### src/rtl/sd_adc_decim.sv
// ---------------------------------------------------------------------------
// sd_adc_decim
//
// First-order delta-sigma ADC front end. The external comparator output is
// brought into the clock domain through a two-flop synchroniser and returned
// as the 1-bit feedback to the external RC integrator. The resulting
// bitstream is decimated by a boxcar filter that counts the ones in each
// window of N = 2**(msbi_g+1) clocks. One unsigned sample is produced per
// window together with a single-cycle valid strobe.
//
// Parameters
//   msbi_g    MSB index of sample_o; window length N = 2**(msbi_g+1)
//
// Ports
//   clk_i     in   1          system clock
//   reset     in   1          asynchronous, active-high reset
//   en_i      in   1          conversion enable; low holds window state cleared
//   comp_i    in   1          asynchronous comparator output
//   fb_o      out  1          feedback bit to the external RC integrator
//   sample_o  out  msbi_g+1   last completed sample, held between strobes
//   valid_o   out  1          one-cycle strobe: sample_o updated this cycle
//
// Build option
//   SD_ADC_AVG4_EN  when defined, sample_o is the mean of the newest four
//                   saturated window results instead of the newest one.
// ---------------------------------------------------------------------------
module sd_adc_decim #(
   parameter int msbi_g = 9
) (
   input  logic              clk_i,
   input  logic              reset,
   input  logic              en_i,
   input  logic              comp_i,
   output logic              fb_o,
   output logic [msbi_g:0]   sample_o,
   output logic              valid_o
);

   localparam logic [msbi_g:0]   ph_last_c = '1;   // N-1
   localparam logic [msbi_g:0]   ph_one_c  = {{msbi_g{1'b0}}, 1'b1};

   logic                s1_q, s1_d;
   logic                s2_q, s2_d;
   logic                fb_q, fb_d;
   logic [msbi_g:0]     ph_q, ph_d;
   logic [msbi_g+1:0]   acc_q, acc_d;
   logic [msbi_g:0]     sample_q, sample_d;
   logic                valid_q, valid_d;

   logic [msbi_g+1:0]   fb_ext;
   logic [msbi_g+1:0]   win_sum;    // acc plus the last bit of the window
   logic [msbi_g:0]     win_sat;    // window result clamped to all-ones
   logic [msbi_g:0]     result;     // value loaded into sample_o on a strobe

   assign fb_ext  = {{(msbi_g+1){1'b0}}, fb_q};
   assign win_sum = acc_q + fb_ext;
   // A window of all ones gives exactly N, which does not fit the sample
   // width; clamp it to full scale rather than letting it wrap to zero.
   assign win_sat = win_sum[msbi_g+1] ? '1 : win_sum[msbi_g:0];

`ifdef SD_ADC_AVG4_EN
   logic [msbi_g:0]     hist_q [3];
   logic [msbi_g:0]     hist_d [3];
   logic [msbi_g+2:0]   avg_sum;

   assign avg_sum = {2'b00, win_sat} + {2'b00, hist_q[0]}
                  + {2'b00, hist_q[1]} + {2'b00, hist_q[2]};
   assign result  = avg_sum[msbi_g+2:2];
`else
   assign result  = win_sat;
`endif

   always_comb begin
      // The feedback path runs regardless of en_i so the modulator loop
      // stays locked while conversion is paused.
      s1_d     = comp_i;
      s2_d     = s1_q;
      fb_d     = s2_q;
      ph_d     = ph_q;
      acc_d    = acc_q;
      sample_d = sample_q;
      valid_d  = 1'b0;
`ifdef SD_ADC_AVG4_EN
      hist_d   = hist_q;
`endif
      if (!en_i) begin
         // Any partial window is dropped; sample_o keeps its last value.
         ph_d  = '0;
         acc_d = '0;
      end else if (ph_q == ph_last_c) begin
         ph_d     = '0;
         acc_d    = '0;
         sample_d = result;
         valid_d  = 1'b1;
`ifdef SD_ADC_AVG4_EN
         hist_d[0] = win_sat;
         hist_d[1] = hist_q[0];
         hist_d[2] = hist_q[1];
`endif
      end else begin
         ph_d  = ph_q + ph_one_c;
         acc_d = acc_q + fb_ext;
      end
   end

   always_ff @(posedge clk_i or posedge reset) begin
      if (reset) begin
         s1_q     <= 1'b0;
         s2_q     <= 1'b0;
         fb_q     <= 1'b0;
         ph_q     <= '0;
         acc_q    <= '0;
         sample_q <= '0;
         valid_q  <= 1'b0;
`ifdef SD_ADC_AVG4_EN
         for (int i = 0; i < 3; i++) hist_q[i] <= '0;
`endif
      end else begin
         s1_q     <= s1_d;
         s2_q     <= s2_d;
         fb_q     <= fb_d;
         ph_q     <= ph_d;
         acc_q    <= acc_d;
         sample_q <= sample_d;
         valid_q  <= valid_d;
`ifdef SD_ADC_AVG4_EN
         hist_q   <= hist_d;
`endif
      end
   end

   assign fb_o     = fb_q;
   assign sample_o = sample_q;
   assign valid_o  = valid_q;

endmodule
### config.mk
export PLATFORM = sky130hd
export DESIGN_NAME = sd_adc_decim
export DESIGN_NICKNAME = d
export VERILOG_FILES = /design/src/rtl/sd_adc_decim.sv
export SDC_FILE = /design/constraint.sdc
export NUM_CORES = 1
export LEC_CHECK = 0
export BUFFER_PORTS_ARGS = -buffer_cell sky130_fd_sc_hd__buf_2
export CAP_MARGIN = 5
export CORE_MARGIN = 2
export CORE_UTILIZATION = 35
export DETAILED_ROUTE_END_ITERATION = 12
export HOLD_SLACK_MARGIN = 0.08
export PLACE_DENSITY = 0.49
export SYNTH_ARGS = -nofsm -noshare
export SYNTH_HDL_FRONTEND = slang
export SYNTH_SLANG_ARGS = --single-unit
### constraint.sdc
create_clock -name clk_i -period 2.2 [get_ports clk_i]
set_input_delay 0 -clock clk_i [delete_from_list [all_inputs] [get_ports clk_i]]
set_output_delay 0 -clock clk_i [all_outputs]
set_load 0.01 [all_outputs]
==> results of run 1 <==
-- what timing repair did --
| action | CTS | global route |
|---|---|---|
| resized for setup | 0 | 0 |
| endpoints found under the setup margin | 0 | 0 |
| hold buffers | 3 | 0 |
| hold endpoints to repair | 15 | 0 |
-- cell type report --
class,instances,area [sq um]
flip-flops and latches,35,876
clock inverters,2,37.5
repair buffers,22,135
multi-input cells,95,587
clock buffers,5,68.8
fillers,408,2280
well taps,50,62.6
inverters,4,15.0
-- metal layers --
metal / part of all wire / routed length, um / GRT usage
met5: 0 / 0 / 0
met4: 0.019 / 55 / 0.0632
met3: 0.043 / 125 / 0.0451
met2: 0.45 / 1310 / 0.205
met1: 0.48 / 1400 / 0.176
-- sequential cells by signal (all words and copies together) (netlist names) --
register  cells
ph_q         10
s1_q          1
fb_d          1
fb_o          1
sample_o     10
acc_q        11
valid_o       1
-- cells by family after synthesis --
kind of cell / after synthesis
AOI/OAI and AO/OA: 20
xor gates and xnor gates: 12
adders and majority gates: 3
buffers and inverters: 7
DFF: 35
and+or+nand+nor: 60
-- worst paths after layout --
kind,start,to,cells after the start
worst min register to register,fb_d,fb_o,0
worst max-delay path,fb_o,sample_o[1],6
max in group asynchronous,reset,ph_q[9],4
worst max register to register,fb_o,sample_o[1],6
worst min-delay path,reset,acc_q[4],3
min in group clk_i,comp_i,s1_q,2
-- Yosys cell counts (all sizes together) --
| cell | number |
|---|---|
| dfrtp | 35 |
| nor2 | 28 |
| a21oi | 9 |
| nand2 | 8 |
| nand3 | 8 |
| xnor2 | 7 |
| xor2 | 5 |
| inv | 4 |
| nor3 | 4 |
| o21ai | 4 |
| or3 | 4 |
| a31oi | 3 |
| buf | 3 |
| ha | 3 |
| nand4 | 3 |
| a21boi | 2 |
| and2 | 2 |
| o31ai | 2 |
| and3 | 1 |
| nor4 | 1 |
| or4 | 1 |
-- per-stage QoR --
step	utilization	worst slack (ns)	hold slack [ns]
2_1_floorplan	-	0.359	0.0314
3_3_place_gp	0.405	0.295	0.0324
3_5_place_dp	0.405	0.272	0.0345
4_1_cts	0.439	0.263	0.275
5_1_grt	0.439	0.128	0.311
6_report	0.439	0.288	0.254
-- power by group --
part	internal [mW]	leakage [nW]	switching, mW
logic	0.0195	0.294	0.0344
clock network	0.331	0.0502	0.241
registers	0.654	0.478	0.00773
total	1.00	0.823	0.283
-- worst max-delay path, cell delays in order, from the launching register on --
cell and delay [ns]:
dfrtp_1 0.34, ha_1 0.19, ha_1 0.21, nand2_1 0.11
or4_1 0.48, and3_1 0.34, a21oi_2 0.18
==> results.toml, run 1 <==
[synthesis]
synth_top_area_frac = 0.583
synth_top_cell_by_area = "dfrtp_1"
yosys.cell_types.count = 28
ys.warnings.count = 0
syn_avg_cell_area_sq_um = 11.0
synthSimpleGateAreaFrac = 0.199
synth_fa_ha_area_frac = 0.0250
syn_area_sq_um = 1500
ys_seq_elements = 35
synth_compound_gate_area_share = 0.0967
syn_inst = 137
muxShareOfSynthArea = 0
ys_top_cells_by_area = "dfrtp_1, nor2_1, a21oi_2, xnor2_1, xor2_1"
synth_top_family_by_area = "simple AND/OR/NAND/NOR gates"
syn_nets = 144
synthXorXnorAreaFrac = 0.0700
synth-seq-area-share = 0.583

[placement]
hpwl_um = 2080
dp.cells = 203
gp_congestion = 0.792
dpl_cell_area_sq_um = 1650
port_buffers = 15

[layout]
fin_nets = 170
final_common_cell = "dfrtp_1"
design_area_sq_um = 1780
finalNonFillerCells = 213
layout_common_cells = "dfrtp_1, nor2_1, buf_2"
n_antenna_cell = 0
area.growth.synth_to_final_pct = 18.7
drive_above_1_share = 0.233

[run]
cap_violations = 0

[global_routing]
grt_use_total = 0.136
grt_max_degree = 19
antenna_found_initial = 0
grt-ovfl-total = 0
grt_pass1_wl_um = 5140
grt_pass1_vias = 1063

[hold_path]
min_path_type = "in -> async"

[cts]
ctsRootBufferMaster = "clkbuf_8"
clk_pin_slew_ns = 0.07
clockBufferDepth = 2
clkLatencyLatePin_ns = 0.29
post_cts_buffers = 0
h-tree-depth = 2
cts.sinks = 35
cts_buffers = 5
cts_tree = "done"

[power]
power_density_nw_per_um2 = 722
power.leakage_nw = 0.823
design_power_total_mw = 1.29
vdd_drop_max_mv = 0.303

[timing]
min_period_ns = 1.91
setup_viol = 0
slew_headroom = 0.691
timing.final.crit_share = 0.869
fmax_mhz = 523
finClkSkew_ns = 0.00538
slew_viol_final = 0
rsz0062_at_grt = "no"
fin_tns_setup_ns = 0
finalHoldViolations = 0
worst_pin_slew_ns = 0.463

[worst_setup_path]
worstPathRequired_ns = 2.43
start_kind = "flip-flop"
r2r_setup_slack_ns = 0.29
critical_path_arrival_ns = 2.14
worstSetupEndpointType = "flip-flop"
path_max_fanout = 7
path_class = "reg -> reg"

[die]
ios = 16
fp.dieW_um = 69.5
die_h_um = 69.5
die-area_sq_um = 4830
start_util = 0.370
rows = 23
core_area_sq_um = 4060

[routing]
ant_nets = 0
drc = 0
drt-vias-per-instance = 4.96
drt-total-wl_um = 2890
drt_iter0_markers = 55
dr_total_vias = 1057
drtPass1Iterations = 4
detail_route.wl_per_cell_um = 13.6

[status]
status = "finished clean"
No activity file was read; power rests on OpenSTA's default activity.
==> run 2, diff against run 1 <==
--- a/config.mk
+++ b/config.mk
@@ -7,7 +7,7 @@
 export LEC_CHECK = 0
 export BUFFER_PORTS_ARGS = -buffer_cell sky130_fd_sc_hd__buf_2
 export CAP_MARGIN = 5
-export CORE_MARGIN = 2
+export CORE_MARGIN = 4
 export CORE_UTILIZATION = 35
 export DETAILED_ROUTE_END_ITERATION = 12
 export HOLD_SLACK_MARGIN = 0.08
==> results.toml, run 2 (same netlist as run 1, synthesis figures left out) <==
[routing]
drt-vias-per-instance = 4.80
drt-total-wl_um = 2770
ant_nets = 0
drc = 0
drt_iter0_markers = 49
drtPass1Iterations = 4
detail_route.wl_per_cell_um = 13.0
dr_total_vias = 1023

[timing]
slew_viol_final = 0
rsz0062_at_grt = "no"
fin_tns_setup_ns = 0
hold_ws_ns = 0.314
slew_headroom = 0.624
finClkSkew_ns = 0.00363
setup_viol = 0
worst_pin_slew_ns = 0.563
min_period_ns = 1.94
finalHoldViolations = 0
timing.final.crit_share = 0.883
fmax_mhz = 515

[worst_setup_path]
path_class = "reg -> reg"
worstSetupEndpointType = "flip-flop"
worstPathRequired_ns = 2.41
reg2reg_from = "fb_o"
critical_path_arrival_ns = 2.16
start_kind = "flip-flop"
rr_worst_depth = 6
crit_path_start = "fb_o"
path_max_fanout = 7

[power]
clkPwrFrac = 0.410
p_sw_mw = 0.251
power_density_nw_per_um2 = 684
vdd_drop_max_mv = 0.481
power.leakage_nw = 0.819
p_int_mw = 0.958
p_seq_frac = 0.548
pwr-share-comb = 0.043
netSwitchingFraction = 0.207

[layout]
area.growth.synth_to_final_pct = 17.8
fin_nets = 169
drive_above_1_share = 0.227
fillers = 425
layout_common_cells = "dfrtp_1, nor2_1, buf_2"
design_area_sq_um = 1770
largest_reg_flops = 11
final_common_cell = "dfrtp_1"
max_flop_register = "acc_q"
n_antenna_cell = 0

[die]
fp.dieW_um = 73.5
ios = 16
start_util = 0.367
core_area_sq_um = 4090
die_h_um = 73.5
rows = 23
die-area_sq_um = 5400

[global_routing]
grt_use_total = 0.124
grt_pass1_vias = 1070
grtUsageMet3 = 0.0369
antenna_found_initial = 0
met1_usage = 0.163
grt_max_degree = 21
grt.met2_usage = 0.184
grt-ovfl-total = 0
grt_pass1_wl_um = 4930
grt-busiest-layer = "met2"

[placement]
port_buffers = 15
hpwl_um = 2040
dpl_cell_area_sq_um = 1640
gp_congestion = 0.715

[cts]
cts_buffers = 5
cts_resized = 0
cts.sinks = 35
h-tree-depth = 2
ctsRootBufferMaster = "clkbuf_8"
clk_pin_slew_ns = 0.06
clkLatencyLatePin_ns = 0.28
clockBufferDepth = 2
cts_tree = "done"

[run]
cap_violations = 0

[status]
status = "finished clean"

[hold_path]
min_path_type = "in -> async"
[run 2: critical path: stages, from the launching register on]
cell	delay, ns
dfrtp_1	0.34
ha_1	0.19
ha_1	0.22
nand2_1	0.11
or4_1	0.49
and3_1	0.35
a21oi_2	0.19
[run 2: cell type report]
class / instances / area [sq um] / area share
sequential: 35 / 876 / 0.495
multi-input combinational: 95 / 587 / 0.332
timing repair buffer: 21 / 128 / 0.0722
clock buffer: 8 / 100 / 0.0566
tap: 50 / 62.6 / 0.0354
inverter: 4 / 15.0 / 0.00849
[run 2: path summary, 6_finish.rpt]
check                           slack, ns           to
worst max-delay path                 0.26  sample_o[0]
worst min-delay path                 0.31  sample_o[1]
worst max register to register       0.26  sample_o[0]
worst min register to register       0.35         fb_o
max in group asynchronous            1.21     acc_q[8]
min in group clk_i                   0.35         fb_o
[run 2: stage by stage]
stage	total power, mW	utilization	cells	setup slack (ns)
after floorplan	0.706	-	137	0.359
after global placement	0.722	0.401	202	0.297
after detailed placement	0.724	0.401	202	0.245
after CTS	1.23	0.433	213	0.244
after global routing	1.26	0.433	213	0.126
final	1.21	0.433	213	0.257
[run 2: layer usage]
metal  vias up  share of wire
met2        18           0.44
li1        512              -
met3         7          0.044
met1       486           0.49
met5         -              0
met4         0          0.026
[run 2: power by group through the flow]
stage	clock network (mW)	registers (mW)	logic [mW]
6_report	0.495	0.662	0.0514
5_1_grt	0.536	0.663	0.0604
4_1_cts	0.519	0.662	0.0536
3_5_place_dp	0	0.674	0.0495
3_3_place_gp	0	0.673	0.0491
2_1_floorplan	0	0.673	0.0330
[run 2: what timing repair did]
action                    in CTS  in global routing
setup buffers                  0                  0
hold endpoints to repair      22                  0
hold buffers                   3                  0
==> run 3, diff against run 2 <==
--- a/config.mk
+++ b/config.mk
@@ -8,10 +8,10 @@
 export BUFFER_PORTS_ARGS = -buffer_cell sky130_fd_sc_hd__buf_2
 export CAP_MARGIN = 5
 export CORE_MARGIN = 4
-export CORE_UTILIZATION = 35
+export CORE_UTILIZATION = 56
 export DETAILED_ROUTE_END_ITERATION = 12
 export HOLD_SLACK_MARGIN = 0.08
-export PLACE_DENSITY = 0.49
+export PLACE_DENSITY = 0.74
 export SYNTH_ARGS = -nofsm -noshare
 export SYNTH_HDL_FRONTEND = slang
 export SYNTH_SLANG_ARGS = --single-unit
==> results.toml, run 3 (same netlist as run 1, synthesis figures left out) <==
[timing]
fmax_mhz = 505
finalHoldViolations = 0
setup_viol = 0
worst_pin_slew_ns = 0.433
hold_ws_ns = 0.285
fin_tns_setup_ns = 0
min_period_ns = 1.98
timing.final.crit_share = 0.900
rsz0062_at_grt = "no"
finClkSkew_ns = 0.00915
timing.final.ws_setup_ns = 0.220
slew_headroom = 0.711
slew_viol_final = 0

[die]
ios = 16
start_util = 0.595
rows = 18
die-area_sq_um = 3570
fp.dieW_um = 59.8
core_area_sq_um = 2520
die_h_um = 59.8

[worst_setup_path]
path_max_fanout = 7
rr_worst_depth = 6
cpLargestDelayFamily = "simple AND/OR/NAND/NOR gates"
worstPathRequired_ns = 2.46
cp.depth = 6
path_cells = "ha_1 > ha_1 > nand2_1 > or4_1 > and3_1 > a21oi_2"
slowest_stage = "or4_1"
path_class = "reg -> reg"
cp_slowest_stage_delay_ns = 0.49
critical_path_arrival_ns = 2.24
crit_path_frequent_cell = "ha_1"
critPathBufInv = 0
start_kind = "flip-flop"
worstSetupEndpointType = "flip-flop"

[status]
status = "finished clean"

[layout]
final_common_cell = "dfrtp_1"
area.growth.synth_to_final_pct = 12.7
max_flop_register = "acc_q"
n_antenna_cell = 0
layout_common_cells = "dfrtp_1, nor2_1, buf_2"
drive_above_1_share = 0.221
largest_reg_flops = 11
fin_nets = 169

[global_routing]
grt_pass1_vias = 1007
grt_max_degree = 36
grt_pass1_wl_um = 4450
antenna_found_initial = 0
grt-ovfl-total = 0
grt_use_total = 0.173

[routing]
ant_nets = 0
drt_iter0_markers = 42
drt-total-wl_um = 2560
drt-vias-per-instance = 5.48
drtPass1Iterations = 4
detail_route.wl_per_cell_um = 13.3
drc = 0
dr_total_vias = 1058

[cts]
clk_pin_slew_ns = 0.10
post_cts_buffers = 0
ctsHoldBuffers = 3
cts_tree = "done"
ctsRootBufferMaster = "clkbuf_4"
clockBufferDepth = 2
cts_resized = 0
h-tree-depth = 2
cts_buffers = 5
clkLatencyLatePin_ns = 0.33
cts.sinks = 35

[power]
vdd_drop_max_mv = 0.445
power_density_nw_per_um2 = 613
power.leakage_nw = 0.797

[placement]
hpwl_um = 1740
gp_congestion = 0.792
dp_slack_ns = 0.240
port_buffers = 15

[hold_path]
min_path_type = "in -> async"

[run]
cap_violations = 0
run 3: cell count changes in the layout (fill, tap and decap cells not counted):
cell | before | now
clkbuf_8 | 7 | 0
clkbuf_4 | 0 | 5
clkbuf_1 | 1 | 2
clkinv_2 | 0 | 1
run 3: worst register-to-register path: stages (launching register included):
cell	delay [ns]
dfrtp_1	0.36
ha_1	0.20
ha_1	0.22
nand2_1	0.11
or4_1	0.49
and3_1	0.34
a21oi_2	0.19
run 3: path summary, 6_finish.rpt:
path	start	end	slack, ns
worst min-delay path	reset	ph_q[6]	0.28
worst min register to register	fb_d	fb_o	0.36
worst max-delay path	fb_o	sample_o[1]	0.22
worst max register to register	fb_o	sample_o[1]	0.22
max in group asynchronous	reset	sample_o[5]	1.59
min in group clk_i	comp_i	s1_q	0.31
run 3: metal layers:
layer	global-route usage	share of wire	up-vias
li1	-	-	516
met1	0.237	0.50	511
met2	0.245	0.43	24
met3	0.0454	0.045	7
met4	0.101	0.022	0
met5	0	0	-
run 3: power breakdown:
group	leakage, nW	internal [mW]	switching [mW]	total, mW
clock	0.0293	0.125	0.201	0.326
sequential	0.478	0.654	0.00731	0.661
combinational	0.289	0.0183	0.0328	0.0511
total	0.797	0.797	0.241	1.04
run 3: layout make-up:
cell class              count  area, sq um
flip-flops and latches     35          876
fillers                   197          830
multi-input cells          95          587
repair buffers             21          128
clock buffers               7         45.0
well taps                  30         37.5
inverters                   4         15.0
clock inverters             1         5.00
run 3: per-stage QoR:
step	total power, mW	cell area (sq um)	std cells	util
3_3_place_gp	0.721	1610	182	0.639
6_report	1.04	1690	193	0.671
5_1_grt	1.09	1690	193	0.671
4_1_cts	1.05	1690	193	0.671
3_5_place_dp	0.722	1610	182	0.639
2_1_floorplan	0.706	1500	137	-
